--- config.mk ---
export PLATFORM = sky130hd
export DESIGN_NAME = speed_select_ctrl
export DESIGN_NICKNAME = d
export VERILOG_FILES = /design/src/rtl/speed_pkg.sv /design/src/rtl/key_debounce.sv /design/src/rtl/speed_select_ctrl.sv
export SDC_FILE = /design/constraint.sdc
export NUM_CORES = 1
export LEC_CHECK = 0
export BUFFER_PORTS_ARGS = -buffer_cell sky130_fd_sc_hd__buf_4
export CAP_MARGIN = 20
export CORE_MARGIN = 4
export CORE_UTILIZATION = 55
export CTS_BUF_LIST = sky130_fd_sc_hd__clkbuf_8
export CTS_CLUSTER_DIAMETER = 80
export DETAILED_ROUTE_END_ITERATION = 8
export PLACE_DENSITY_LB_ADDON = 0.08
export SKIP_CTS_REPAIR_TIMING = 1
export SLEW_MARGIN = 25
export SYNTH_ARGS = -nofsm -noshare
export SYNTH_HDL_FRONTEND = slang
export SYNTH_HIERARCHICAL = 1
export SYNTH_SLANG_ARGS = --single-unit
--- constraint.sdc ---
create_clock -name clock -period 2.9 [get_ports clock]
set_input_delay 0.29 -clock clock [delete_from_list [all_inputs] [get_ports clock]]
set_output_delay 0.29 -clock clock [all_outputs]
set_load 0.005 [all_outputs]
--- src/rtl/speed_pkg.sv ---
// Shared speed code definitions for the speed selector and the speed controller.
package speed_pkg;

  typedef logic [1:0] speed_t;

  localparam speed_t SPEED_50MHZ      = 2'b00;
  localparam speed_t SPEED_1HZ        = 2'b01;
  localparam speed_t SPEED_HALF_HZ    = 2'b10;
  localparam speed_t SPEED_QUARTER_HZ = 2'b11;

endpackage

--- src/rtl/key_debounce.sv ---
// Pushbutton conditioning: 2-flop synchroniser, debounce filter and
// auto-repeat, producing the clean (active-low) level and a press pulse.
module key_debounce #(
  parameter int unsigned DEBOUNCE_CYCLES = 1000000,
  parameter int unsigned REPEAT_CYCLES   = 25000000
) (
  input  logic clock,
  input  logic reset,
  input  logic key_n,
  output logic level_n,
  output logic press
);

  localparam int unsigned DW = $clog2(DEBOUNCE_CYCLES) + 1;
  localparam int unsigned RW = $clog2(REPEAT_CYCLES) + 1;

  logic [1:0]    sync;
  logic [DW-1:0] deb_cnt;
  logic [RW-1:0] rep_cnt;
  logic          differ;
  logic          settle;
  logic          repeat_hit;

  assign differ     = (sync[1] != level_n);
  assign settle     = differ && (deb_cnt == DW'(DEBOUNCE_CYCLES - 1));
  assign repeat_hit = !level_n && (rep_cnt == RW'(REPEAT_CYCLES - 1));

  // Synchronise the asynchronous pin; idles at released.
  always_ff @(posedge clock) begin
    if (reset) sync <= '1;
    else       sync <= {sync[0], key_n};
  end

  // Accept a level change only after DEBOUNCE_CYCLES consecutive differing cycles.
  always_ff @(posedge clock) begin
    if (reset) begin
      level_n <= 1'b1;
      deb_cnt <= '0;
    end else if (settle) begin
      level_n <= ~level_n;
      deb_cnt <= '0;
    end else if (differ) begin
      deb_cnt <= deb_cnt + DW'(1);
    end else begin
      deb_cnt <= '0;
    end
  end

  // Press pulse on accepted press, plus one every REPEAT_CYCLES while held.
  // A release being accepted this cycle takes priority over a repeat step.
  always_ff @(posedge clock) begin
    if (reset) begin
      press   <= 1'b0;
      rep_cnt <= '0;
    end else begin
      press <= 1'b0;
      if (settle) begin
        press   <= level_n;
        rep_cnt <= '0;
      end else if (!level_n) begin
        if (repeat_hit) begin
          press   <= 1'b1;
          rep_cnt <= '0;
        end else begin
          rep_cnt <= rep_cnt + RW'(1);
        end
      end else begin
        rep_cnt <= '0;
      end
    end
  end

endmodule

--- src/rtl/speed_select_ctrl.sv ---
// Speed code selector: two debounced pushbuttons step a 2-bit speed code
// up or down, with optional wrap-around, and flag each actual change.
module speed_select_ctrl
  import speed_pkg::*;
#(
  parameter int unsigned DEBOUNCE_CYCLES = 1000000,
  parameter int unsigned REPEAT_CYCLES   = 25000000,
  parameter bit          WRAP            = 1'b1
) (
  input  logic   clock,
  input  logic   reset,
  input  logic   key_up_n,
  input  logic   key_down_n,
  output speed_t speed_sel,
  output logic   changed
);

  logic   up_press;
  logic   down_press;
  logic   up_level_n;
  logic   down_level_n;
  speed_t next_sel;

  key_debounce #(
    .DEBOUNCE_CYCLES(DEBOUNCE_CYCLES),
    .REPEAT_CYCLES  (REPEAT_CYCLES)
  ) up_key (
    .clock  (clock),
    .reset  (reset),
    .key_n  (key_up_n),
    .level_n(up_level_n),
    .press  (up_press)
  );

  key_debounce #(
    .DEBOUNCE_CYCLES(DEBOUNCE_CYCLES),
    .REPEAT_CYCLES  (REPEAT_CYCLES)
  ) down_key (
    .clock  (clock),
    .reset  (reset),
    .key_n  (key_down_n),
    .level_n(down_level_n),
    .press  (down_press)
  );

  // Clean levels are not needed for arbitration here.
  logic unused_levels;
  assign unused_levels = up_level_n ^ down_level_n;

  // Arbitrate events: simultaneous up/down cancel; ends wrap or saturate.
  always_comb begin
    next_sel = speed_sel;
    if (up_press && !down_press) begin
      if (!(speed_sel == SPEED_QUARTER_HZ && !WRAP)) next_sel = speed_sel + 2'd1;
    end else if (down_press && !up_press) begin
      if (!(speed_sel == SPEED_50MHZ && !WRAP)) next_sel = speed_sel - 2'd1;
    end
  end

  // Register the speed code and pulse changed only on an actual change.
  always_ff @(posedge clock) begin
    if (reset) begin
      speed_sel <= SPEED_50MHZ;
      changed   <= 1'b0;
    end else begin
      speed_sel <= next_sel;
      changed   <= (next_sel != speed_sel);
    end
  end

endmodule

* Yosys cells after proc, flatten, opt, wreduce, memory -nomap -nowiden
Cells that the tools add are included.
** Cells by class
- $add $sub $neg :: 6
- Eq/ne operators :: 7
- Multiplexer cells :: 8
- Bitwise gates (word level) :: 4
- Reduce and logical (&&, ||, !) cells :: 14
** Operators with widths (count)
- $add A26 B1 Y26 const B :: 2
- $eq A26 B25 Y1 const B :: 2
- $add A21 B1 Y21 const B :: 2
- $eq A21 B20 Y1 const B :: 2
- $reduce_or A4 Y1 :: 2
- $logic_and A1 B1 Y1 :: 6
- $mux W1 :: 6
- $reduce_or A3 Y1 :: 2
- $logic_not A1 Y1 :: 4
- $mux W2 :: 2
- $not A1 Y1 :: 4
- $add A2 B1 Y2 const B :: 1
- $ne A1 B1 Y1 :: 2
- $ne A2 B2 Y1 :: 1
- $sub A2 B1 Y2 const B :: 1
** Word-level totals
- Bits in registers :: 105
- Input bits :: 4
- Output and inout bits :: 3
- Logic and storage cells :: 51

* Depth between registers and ports, before layout
Gate-level depths: netlist of the first run.
- Depth after elaboration :: 5
- Gate-level depth with buffers :: 6
- Gate-level depth less buffers :: 5

* By module
The synthesis of the first run kept the hierarchy.
** By module, submodules not included
- key_debounce :: times used 2, cells an instance 264, area each 2373.5 um2, sequential area each 1021.0 um2
- speed_select_ctrl :: times used 1, cells an instance 13, area each 121.4 um2, sequential area each 60.1 um2

* Worst setup path after synthesis of the first run
OpenSTA, ideal clock, no wires.
- Kind :: flip-flop to flip-flop
- From :: reg down_key.rep_cnt[0]
- To :: reg down_key.rep_cnt[24]
- Setup time :: 79 ps
- Data arrival time :: 2042 ps
- Data required time :: 2821 ps
- Slack :: 779 ps
- Stages on the path, launching flop included :: 7
- Path buffers :: 1
- Clock period less this slack :: 2121 ps
- Cells stage by stage :: dfxtp_1 -> ha_1 -> nand2_1 -> or4_4 -> buf_6 -> or4_1 -> a211oi_2
** Between the ends
- Longest elaborated chain between the ends :: 3
- Elaborated cells between the ends (all ways) :: 4
- Classes of those cells :: add/sub (1); eq/ne (1); reduce/logical (2)
** RTL lines
- start: declaration :: RTL line key_debounce.sv:19 : logic [RW-1:0] rep_cnt;
- start signal: assignment :: RTL line key_debounce.sv:65 : rep_cnt <= rep_cnt + RW'(1);
- branches (longest 3 deep; another with $add A26 B1 Y26)
Parallel ways; which one is timed is not known.
A chain may end at the register's enable or synchronous reset.

* Worst setup path in the final report of the first run
- From :: reg down_key.rep_cnt[0]
- To :: reg down_key.rep_cnt[20]
The elaborated chain is that of the path after synthesis.

==> results of run 1 <==
==> layer usage <==
layer | track usage | vias up
li1 | - | 2014
met1 | 0.232 | 1831
met2 | 0.296 | 32
met3 | 0.0471 | 9
met4 | 0.0505 | 0
met5 | 0 | -
==> worst register-to-register path, stage by stage (launching register included) <==
cell,delay (ns)
dfxtp_1,0.41
ha_1,0.23
nand2_1,0.12
or4_4,0.62
or4_1,0.48
a211oi_1,0.25
==> through the flow <==
stage,std cells,setup slack [ns],total power [mW],hold WS (ns)
floorplan,541,0.779,1.50,0.359
global placement,639,0.790,1.51,0.397
detailed placement,639,0.715,1.51,0.400
CTS,655,0.702,2.41,0.0916
global route,655,0.552,2.47,0.0883
finish,655,0.716,2.37,0.107
==> layout by cell type, fill, tap and decap left out, drive strengths merged <==
master	count
dfxtp	105
nor3	49
xnor2	35
nor2	35
or4	30
inv	29
nand3	28
o31ai	24
a211oi	24
nand2	23
o21ai	23
or3	22
nand4	22
a21oi	19
xor2	14
buf	12
clkbuf	9
nor4	6
and3	6
or2	5
nor4b	4
ha	4
and4	4
clkinv	3
nor3b	2
nor4bb	2
o211ai	2
a2111oi	2
o21a	2
and3b	1
bufinv	1
==> cells by family (layout without fill, tap and decap cells) <==
| kind of cell | count (synthesis) | after routing |
|---|---|---|
| XOR/XNOR | 49 | 49 |
| AND/OR/NAND/NOR | 239 | 239 |
| AO/OA/AOI/OAI | 96 | 96 |
| buffers and inverters | 48 | 54 |
| flip-flops | 105 | 105 |
| adder cells (fa/ha/maj) | 4 | 4 |
==> synth_stat cells <==
master	count	share of area
dfxtp_1	105	0.43
nor3_1	49	0.050
nor2_1	35	0.027
xnor2_1	35	0.063
inv_1	26	0.020
nand3_1	26	0.027
o31ai_1	24	0.037
or4_1	24	0.037
nand2_1	23	0.018
or3_1	22	0.028
a211oi_1	20	0.031
o21ai_0	20	0.021
a21oi_1	19	0.020
nand4_1	16	0.021
clkbuf_1	14	0.011
xor2_1	14	0.025
buf_6	6	0.014
nand4_2	6	0.015
nor4_1	6	0.0077
or4_4	6	0.014
a211oi_2	4	0.010
and3_1	4	0.0051
ha_1	4	0.010
nor4b_1	4	0.0072
or2_2	4	0.0051
a2111oi_0	2	0.0036
and3_2	2	0.0031
and4_1	2	0.0036
and4_2	2	0.0041
buf_2	2	0.0021
nand3_4	2	0.0072
nor3b_1	2	0.0031
nor4bb_1	2	0.0041
o211ai_1	2	0.0031
o21a_1	2	0.0031
o21ai_2	2	0.0036
and3b_1	1	0.0018
o21ai_1	1	0.0010
or2_1	1	0.0013
==> power by group <==
group	total [mW]	internal [mW]	switching (mW)	leakage, nW
combinational	0.0322	0.00928	0.0229	0.465
clock	0.894	0.401	0.493	0.105
sequential	1.45	1.44	0.00176	0.846
total	2.37	1.85	0.517	1.42
==> cell type report <==
type                    count  area (µm²)
fillers                   780        3490
multi-input cells         388        2570
clock buffers               9         124
well taps                 108         135
repair buffers             12        90.1
inverters                  26        97.6
clock inverters             7        70.1
flip-flops and latches    105        2100
==> registers in the layout (all words and copies together) (netlist names) <==
signal,cells
down_key/rep_cnt,26
up_key/rep_cnt,26
down_key/deb_cnt,21
up_key/deb_cnt,21
down_key/sync,2
speed_sel,2
up_key/sync,2
changed,1
down_key/level_n,1
down_key/press,1
up_key/level_n,1
up_key/press,1
==> how the worst max path moves through the flow <==
| stage | from | endpoint | slack [ns] | cells past startpoint |
|---|---|---|---|---|
| after floorplan | down_key/rep_cnt[0] | down_key/rep_cnt[24] | 0.78 | 6 |
| after global placement | down_key/rep_cnt[0] | down_key/rep_cnt[24] | 0.79 | 5 |
| after detailed placement | down_key/rep_cnt[0] | down_key/rep_cnt[20] | 0.71 | 5 |
| after CTS | down_key/rep_cnt[0] | down_key/rep_cnt[20] | 0.70 | 5 |
| after global routing | up_key/rep_cnt[0] | up_key/rep_cnt[22] | 0.55 | 5 |
| final | down_key/rep_cnt[0] | down_key/rep_cnt[20] | 0.72 | 5 |
==> out/results.txt, run 1 <==
Reg2Reg Setup Slack -> 0.72 ns
Crit end category -> flop
Final instance area -> 5180 µm²
Critical path class -> reg -> reg
WL final -> 8950 µm
Finish-stage setup viols -> 0
Critical Path Start Type -> flop
Post-synthesis sequential area ratio -> 0.432
Max Clock Skew -> 0.0103 ns
Clk pin slew, worst setup/hold paths -> 0.10 ns
Period utilization -> 0.753
Crit path DAT -> 2.47 ns
TritonCTS clock tree -> yes
CP max stage delay -> 0.62 ns
Worst path cell trace -> ha_1, nand2_1, or4_4, or4_1, a211oi_1
Core Area -> 8680 µm²
Worst skew pair latency -> 0.37 ns
Layout cell share with drive strength beyond 1 -> 0.104
Gate count of the mapped netlist -> 541
Gpl congestion -> 0.793
Setup TNS -> 0 ns
Starting Density -> 0.561
Final HPWL DP -> 5980 µm
Min-delay src -> key_up_n
First-pass GRT wire length -> 15400 µm
Met3 wire len -> 187 µm
Antenna cells -> 0
WP buf/inv -> 0
Synth Area in Compound Gates -> 0.133
VDD IR max -> 0.247 mV
DR pass1 iterations -> 4
DR DRC count -> 0
Worst Path Required -> 3.18 ns
Worst hold path class -> in -> reg
Largest family of logic cells by synthesized area -> simple AND/OR/NAND/NOR gates
Die ar. -> 10400 µm²
Max-Cap Viols -> 0
Initial antenna violation count -> 0
Slowest stage cell, crit path -> or4_4
Mean Syn Cell Area -> 9.00 µm²
Vias/cell -> 5.93
Slew of the pin with the lowest slew margin -> 0.414 ns
Final Hold Fails -> 0
Clk root buf -> clkbuf_8
RSZ-0062 raised after global routing -> no
Vias in the first global route -> 3474
Syn nets -> 549
Chip height -> 102 µm
Reg-to-Reg Start -> down_key/rep_cnt[0]
Post-synthesis mux area share -> 0
Starting DRT DRC Count -> 147
Die span in x -> 102 µm
Sinks on Clock Net -> 105
Antenna-violating nets left -> 0
Via count -> 3886
Nets -> 550
Total grt overflow -> 0
Uppermost layer routed -> met4
Power density cells -> 457 nW/µm²
M1 wire length -> 4440 µm
Post-synthesis adder-cell area fraction -> 0.0103
R2R depth -> 5
Final core occ -> 0.597
Total track usage -> 0.179
Post-Synth XOR/XNOR Area -> 0.0882
Status -> completed
CP Max Fanout -> 12
I/O Buffers -> 6
Fmax -> 0.458 GHz
Netlist cell types -> 39
Max Root-Sink Buffers -> 2
WL per Instance -> 13.7 µm
Final min period -> 2.18 ns
Simple-gate portion of the synthesized area -> 0.290
Hold-critical path depth -> 2
Pin count of the biggest net entering global routing -> 27
Met2 WL -> 4230 µm
CP delay by family, top -> simple AND/OR/NAND/NOR gates
H-tree levels -> 3
Ys Warns -> 6
Leak -> 1.42 nW
CTS Buf Count -> 9
# rows -> 34
Final Max Tran Viols -> 0
Boundary pin count -> 7
Mapped Area -> 4870 µm²
Synthesis-to-layout area growth -> 6.50%
Worst Hold End -> up_key/sync[0]
Slew Limit Headroom -> 0.717
Reg2reg end -> down_key/rep_cnt[20]
Placed cell area -> 4990 µm²
#FFs+latches synth -> 105
(Power assumes the default switching activity.)
==> run 2: changes to the inputs <==
==> constraint.sdc (replaced) <==
create_clock -name clock -period 2.1 [get_ports clock]
set_input_delay 0.21 -clock clock [delete_from_list [all_inputs] [get_ports clock]]
set_output_delay 0.21 -clock clock [all_outputs]
set_load 0.005 [all_outputs]
==> run 2 against run 1 <==
Sequential share of layout area shrank 1.8 points; largest power group unchanged; first-iteration DRC count grew 35%; highest routed layer unchanged; setup slack worse by 0.65 ns; clock skew grew 0.0026 ns.
==> out/results.txt, run 2 (synthesis results as in run 1) <==
Antenna-violating nets left -> 0
Pint -> 2.57 mW
Nets -> 571
Layout cell share with drive strength beyond 1 -> 0.180
CTS Buf Count -> 9
Total grt overflow -> 0
First-pass GRT wire length -> 16500 µm
Worst skew pair latency -> 0.37 ns
Reg2Reg Setup Slack -> 0.07 ns
Crit path DAT -> 2.33 ns
Final instance area -> 5460 µm²
Critical path class -> reg -> reg
Register Area -> 2120 µm²
# rows -> 34
Worst hold path class -> in -> reg
WL per Instance -> 14.4 µm
Max Clock Skew -> 0.0129 ns
Via count -> 4016
Net switching power -> 0.743 mW
Hold-critical path depth -> 2
Crit end category -> flop
Final worst slack -> 0.0657 ns
Area of the multi-input gates -> 2640 µm²
DR DRC count -> 0
Worst path cell trace -> ha_2, nand2_2, or4_4, buf_4, or3_1, a211oi_1
Chip height -> 102 µm
DR pass1 iterations -> 4
TritonCTS clock tree -> yes
Initial antenna violation count -> 0
Clk pin slew, worst setup/hold paths -> 0.11 ns
R2R depth -> 6
Max-Cap Viols -> 0
Combinational share of power -> 0.016
Worst Hold End -> up_key/sync[0]
Antenna cells -> 0
RSZ-0062 raised after global routing -> yes
Largest regs -> down_key/rep_cnt x26, up_key/rep_cnt x26
Clk root buf -> clkbuf_8
Fill cells -> 771
Vias/cell -> 5.95
Slowest stage cell, crit path -> or4_4
Vias in the first global route -> 3693
Hold slack -> 0.0364 ns
Reg2reg end -> up_key/rep_cnt[14]
Slew Limit Headroom -> 0.659
Die ar. -> 10400 µm²
Reg-to-Reg Start -> up_key/rep_cnt[0]
Boundary pin count -> 7
Gpl congestion -> 0.839
Starting Density -> 0.561
Period utilization -> 0.969
Leak -> 1.52 nW
Total track usage -> 0.192
Core Area -> 8680 µm²
Max Root-Sink Buffers -> 2
Leading cell types in the layout, fill and taps excluded -> dfxtp_1 (98), nor3_1 (49), xnor2_1 (35), nor2_1 (35), buf_4 (28)
Final HPWL DP -> 6310 µm
Critical Path Start Type -> flop
Slew of the pin with the lowest slew margin -> 0.499 ns
Fmax -> 0.492 GHz
Pin count of the biggest net entering global routing -> 27
Switching Share -> 0.224
Synthesis-to-layout area growth -> 12.1%
Final Max Tran Viols -> 0
Sinks on Clock Net -> 105
Commonest non-fill, non-tap cell in the layout -> dfxtp_1
Min-delay src -> key_up_n
Power density cells -> 607 nW/µm²
CP max stage delay -> 0.56 ns
Die span in x -> 102 µm
Status -> completed
Starting DRT DRC Count -> 199
I/O Buffers -> 6
Final min period -> 2.03 ns
Final Hold Fails -> 0
Setup TNS -> 0 ns
WL final -> 9740 µm
Clock share of power -> 0.383
Flop pwr share -> 0.602
H-tree levels -> 3
Placed cell area -> 5140 µm²
Finish-stage setup viols -> 0
CP Max Fanout -> 5
Power, Total -> 3.31 mW
Worst Path Required -> 2.39 ns
Dpl ws -> 0.0153 ns
VDD IR max -> 0.310 mV
## run 2: changes by cell type in the layout (fill, tap and decap cells not counted), sizes merged
cell	previous run	this run
inv	29	30
clkinv	3	0
clkinvlp	0	1
or4	30	32
buf	12	31
## run 2: how the worst max path moves through the flow
| stage | from | to | slack (ns) | cells past startpoint |
|---|---|---|---|---|
| floorplan | down_key/rep_cnt[1] | down_key/rep_cnt[24] | 0.009 | 6 |
| global placement | up_key/rep_cnt[0] | up_key/rep_cnt[24] | 0.09 | 5 |
| detailed placement | up_key/rep_cnt[0] | up_key/rep_cnt[20] | 0.02 | 5 |
| CTS | up_key/rep_cnt[0] | up_key/rep_cnt[20] | -0.02 | 5 |
| global route | down_key/rep_cnt[0] | down_key/rep_cnt[20] | -0.01 | 5 |
| finish | up_key/rep_cnt[0] | up_key/rep_cnt[14] | 0.07 | 6 |
## run 2: power groups by stage
stage               combinational [mW]  sequential (mW)  clock (mW)
floorplan                       0.0306             2.04           0
CTS                             0.0508             2.00        1.32
detailed placement              0.0507             2.04           0
global route                    0.0572             2.00        1.41
global placement                0.0503             2.04           0
finish                          0.0515             1.99        1.27
## run 2: through the flow
step / utilization / cells
after detailed placement: 0.592 / 654
final: 0.629 / 675
after global placement: 0.592 / 654
after CTS: 0.615 / 669
after floorplan: - / 541
after global routing: 0.629 / 675
## run 2: metal layers
metal | track usage | share of wire | wire [µm]
met1 | 0.257 | 0.49 | 4780
met2 | 0.307 | 0.47 | 4570
met4 | 0.0686 | 0.011 | 110
met3 | 0.0423 | 0.029 | 287
met5 | 0 | 0 | 0
## run 2: cell type report
type	count	share of cell area
clock inverters	6	0.0133
inverters	26	0.0179
multi-input cells	390	0.484
repair buffers	31	0.0495
clock buffers	9	0.0227
flip-flops and latches	105	0.388
well taps	108	0.0248
## run 2: worst max-delay path: cells and delay by family (launching register included)
family,cells,cell delay [ns]
and+or+nand+nor,3,0.94
DFF,1,0.38
AOI/OAI and AO/OA,1,0.25
adders and majority gates,1,0.20
buffers and inverters,1,0.17
==> run 3: changes to the inputs <==
--- a/config.mk
+++ b/config.mk
@@ -13,6 +13,7 @@
 export CTS_CLUSTER_DIAMETER = 80
 export DETAILED_ROUTE_END_ITERATION = 8
 export PLACE_DENSITY_LB_ADDON = 0.08
+export RECOVER_POWER = 50
 export SKIP_CTS_REPAIR_TIMING = 1
 export SLEW_MARGIN = 25
 export SYNTH_ARGS = -nofsm -noshare
==> run 3 against run 2 <==
Via count increased by 0.90%; routed wire length about the same; sequential cell count unchanged; sequential power about the same; cell count unchanged; first-iteration DRC count decreased by 15%; largest power group unchanged; setup slack got worse by 0.0029 ns; non-clock buffer count unchanged; clock power about the same; worst hold slack improved by 0.0019 ns; critical path depth decreased by 2; sequential share of layout area increased by 0.14 points.
==> out/results.txt, run 3 (synthesis results as in run 1) <==
TritonCTS clock tree -> yes
Period utilization -> 0.970
Fin cells -> 675
H-tree levels -> 3
Boundary pin count -> 7
Antenna-violating nets left -> 0
Initial antenna violation count -> 0
Slew of the pin with the lowest slew margin -> 0.494 ns
Total track usage -> 0.192
Chip height -> 102 µm
Met2 WL -> 4590 µm
CP max stage delay -> 0.74 ns
Starting DRT DRC Count -> 170
Register Area -> 2120 µm²
Finish-stage setup viols -> 0
Clk root buf -> clkbuf_8
Critical Path Start Type -> flop
Crit end category -> flop
Crit path DAT -> 2.34 ns
Starting Density -> 0.561
M1 wire length -> 4790 µm
Fill cells -> 772
Vias/cell -> 6.00
Final Hold Fails -> 0
Die ar. -> 10400 µm²
CP Max Fanout -> 6
Via count -> 4052
Pin count of the biggest net entering global routing -> 27
Status -> completed
Final Max Tran Viols -> 0
Critical path class -> reg -> reg
DR pass1 iterations -> 5
First-pass GRT wire length -> 16500 µm
Worst Path Required -> 2.40 ns
Uppermost layer routed -> met4
Layout cell share with drive strength beyond 1 -> 0.176
Largest regs -> down_key/rep_cnt x26, up_key/rep_cnt x26
Final HPWL DP -> 6310 µm
WP buf/inv -> 0
Worst skew pair latency -> 0.37 ns
DR DRC count -> 0
Final worst slack -> 0.0628 ns
Area of the multi-input gates -> 2640 µm²
Worst path cell trace -> nand4_2, or4_2, or3_1, a211oi_1
Max Clock Skew -> 0.0121 ns
Nets -> 571
Slew Limit Headroom -> 0.662
Vias in the first global route -> 3693
Max-Cap Viols -> 0
Dpl ws -> 0.0153 ns
WL final -> 9750 µm
Met3 wire len -> 263 µm
WL per Instance -> 14.4 µm
Gpl congestion -> 0.839
Antenna cells -> 0
Sinks on Clock Net -> 105
# rows -> 34
Final min period -> 2.04 ns
RSZ-0062 raised after global routing -> yes
Worst hold path class -> in -> reg
VDD IR max -> 0.310 mV
I/O Buffers -> 6
Max Root-Sink Buffers -> 2
Core Area -> 8680 µm²
CTS Buf Count -> 9
Power density cells -> 609 nW/µm²
Synthesis-to-layout area growth -> 11.7%
Leak -> 1.51 nW
Die span in x -> 102 µm
Clk pin slew, worst setup/hold paths -> 0.11 ns
Commonest non-fill, non-tap cell in the layout -> dfxtp_1
DP Cell Count -> 654
Total grt overflow -> 0
Slowest stage cell, crit path -> or4_2
CP delay by family, top -> simple AND/OR/NAND/NOR gates
Leading cell types in the layout, fill and taps excluded -> dfxtp_1 (98), nor3_1 (49), xnor2_1 (35), nor2_1 (35)
Fmax -> 0.491 GHz
[run 3: path summary, 6_finish.rpt]
kind	slack, ns	end	cells past startpoint	start
hold reg to reg	0.42	up_key/sync[1]	1	up_key/sync[0]
hold / removal	0.04	up_key/sync[0]	2	key_up_n
setup reg to reg	0.06	up_key/rep_cnt[17]	4	up_key/rep_cnt[10]
setup / recovery	0.06	up_key/rep_cnt[17]	4	up_key/rep_cnt[10]
[run 3: layer usage]
layer,vias up,GRT usage
met2,47,0.307
li1,2049,-
met4,0,0.0686
met3,9,0.0423
met5,-,0
met1,1947,0.257
[run 3: power by group]
part	switching, mW	total, mW	leakage, nW	internal [mW]
combinational	0.0328	0.0469	0.566	0.0141
sequential	0.00231	1.99	0.851	1.99
clock	0.708	1.27	0.0971	0.562
[run 3: area by class of cell]
| class | instances | share of cell area |
|---|---|---|
| clock inverter | 6 | 0.0133 |
| tap | 108 | 0.0248 |
| inverter | 26 | 0.0179 |
| sequential | 105 | 0.389 |
| clock buffer | 9 | 0.0228 |
| timing repair buffer | 31 | 0.0467 |
| multi-input combinational | 390 | 0.485 |
[run 3: through the flow]
step           power (mW)  cell area [µm²]   util  TNS (ns)  hold slack (ns)
6_report             3.31             5440  0.627         0           0.0383
5_1_grt              3.46             5440  0.627   -0.0268           0.0299
4_1_cts              3.36             5340  0.615   -0.0278           0.0244
3_5_place_dp         2.09             5140  0.592         0            0.393
3_3_place_gp         2.09             5140  0.592         0            0.391
2_1_floorplan        2.07             4880      -         0            0.279
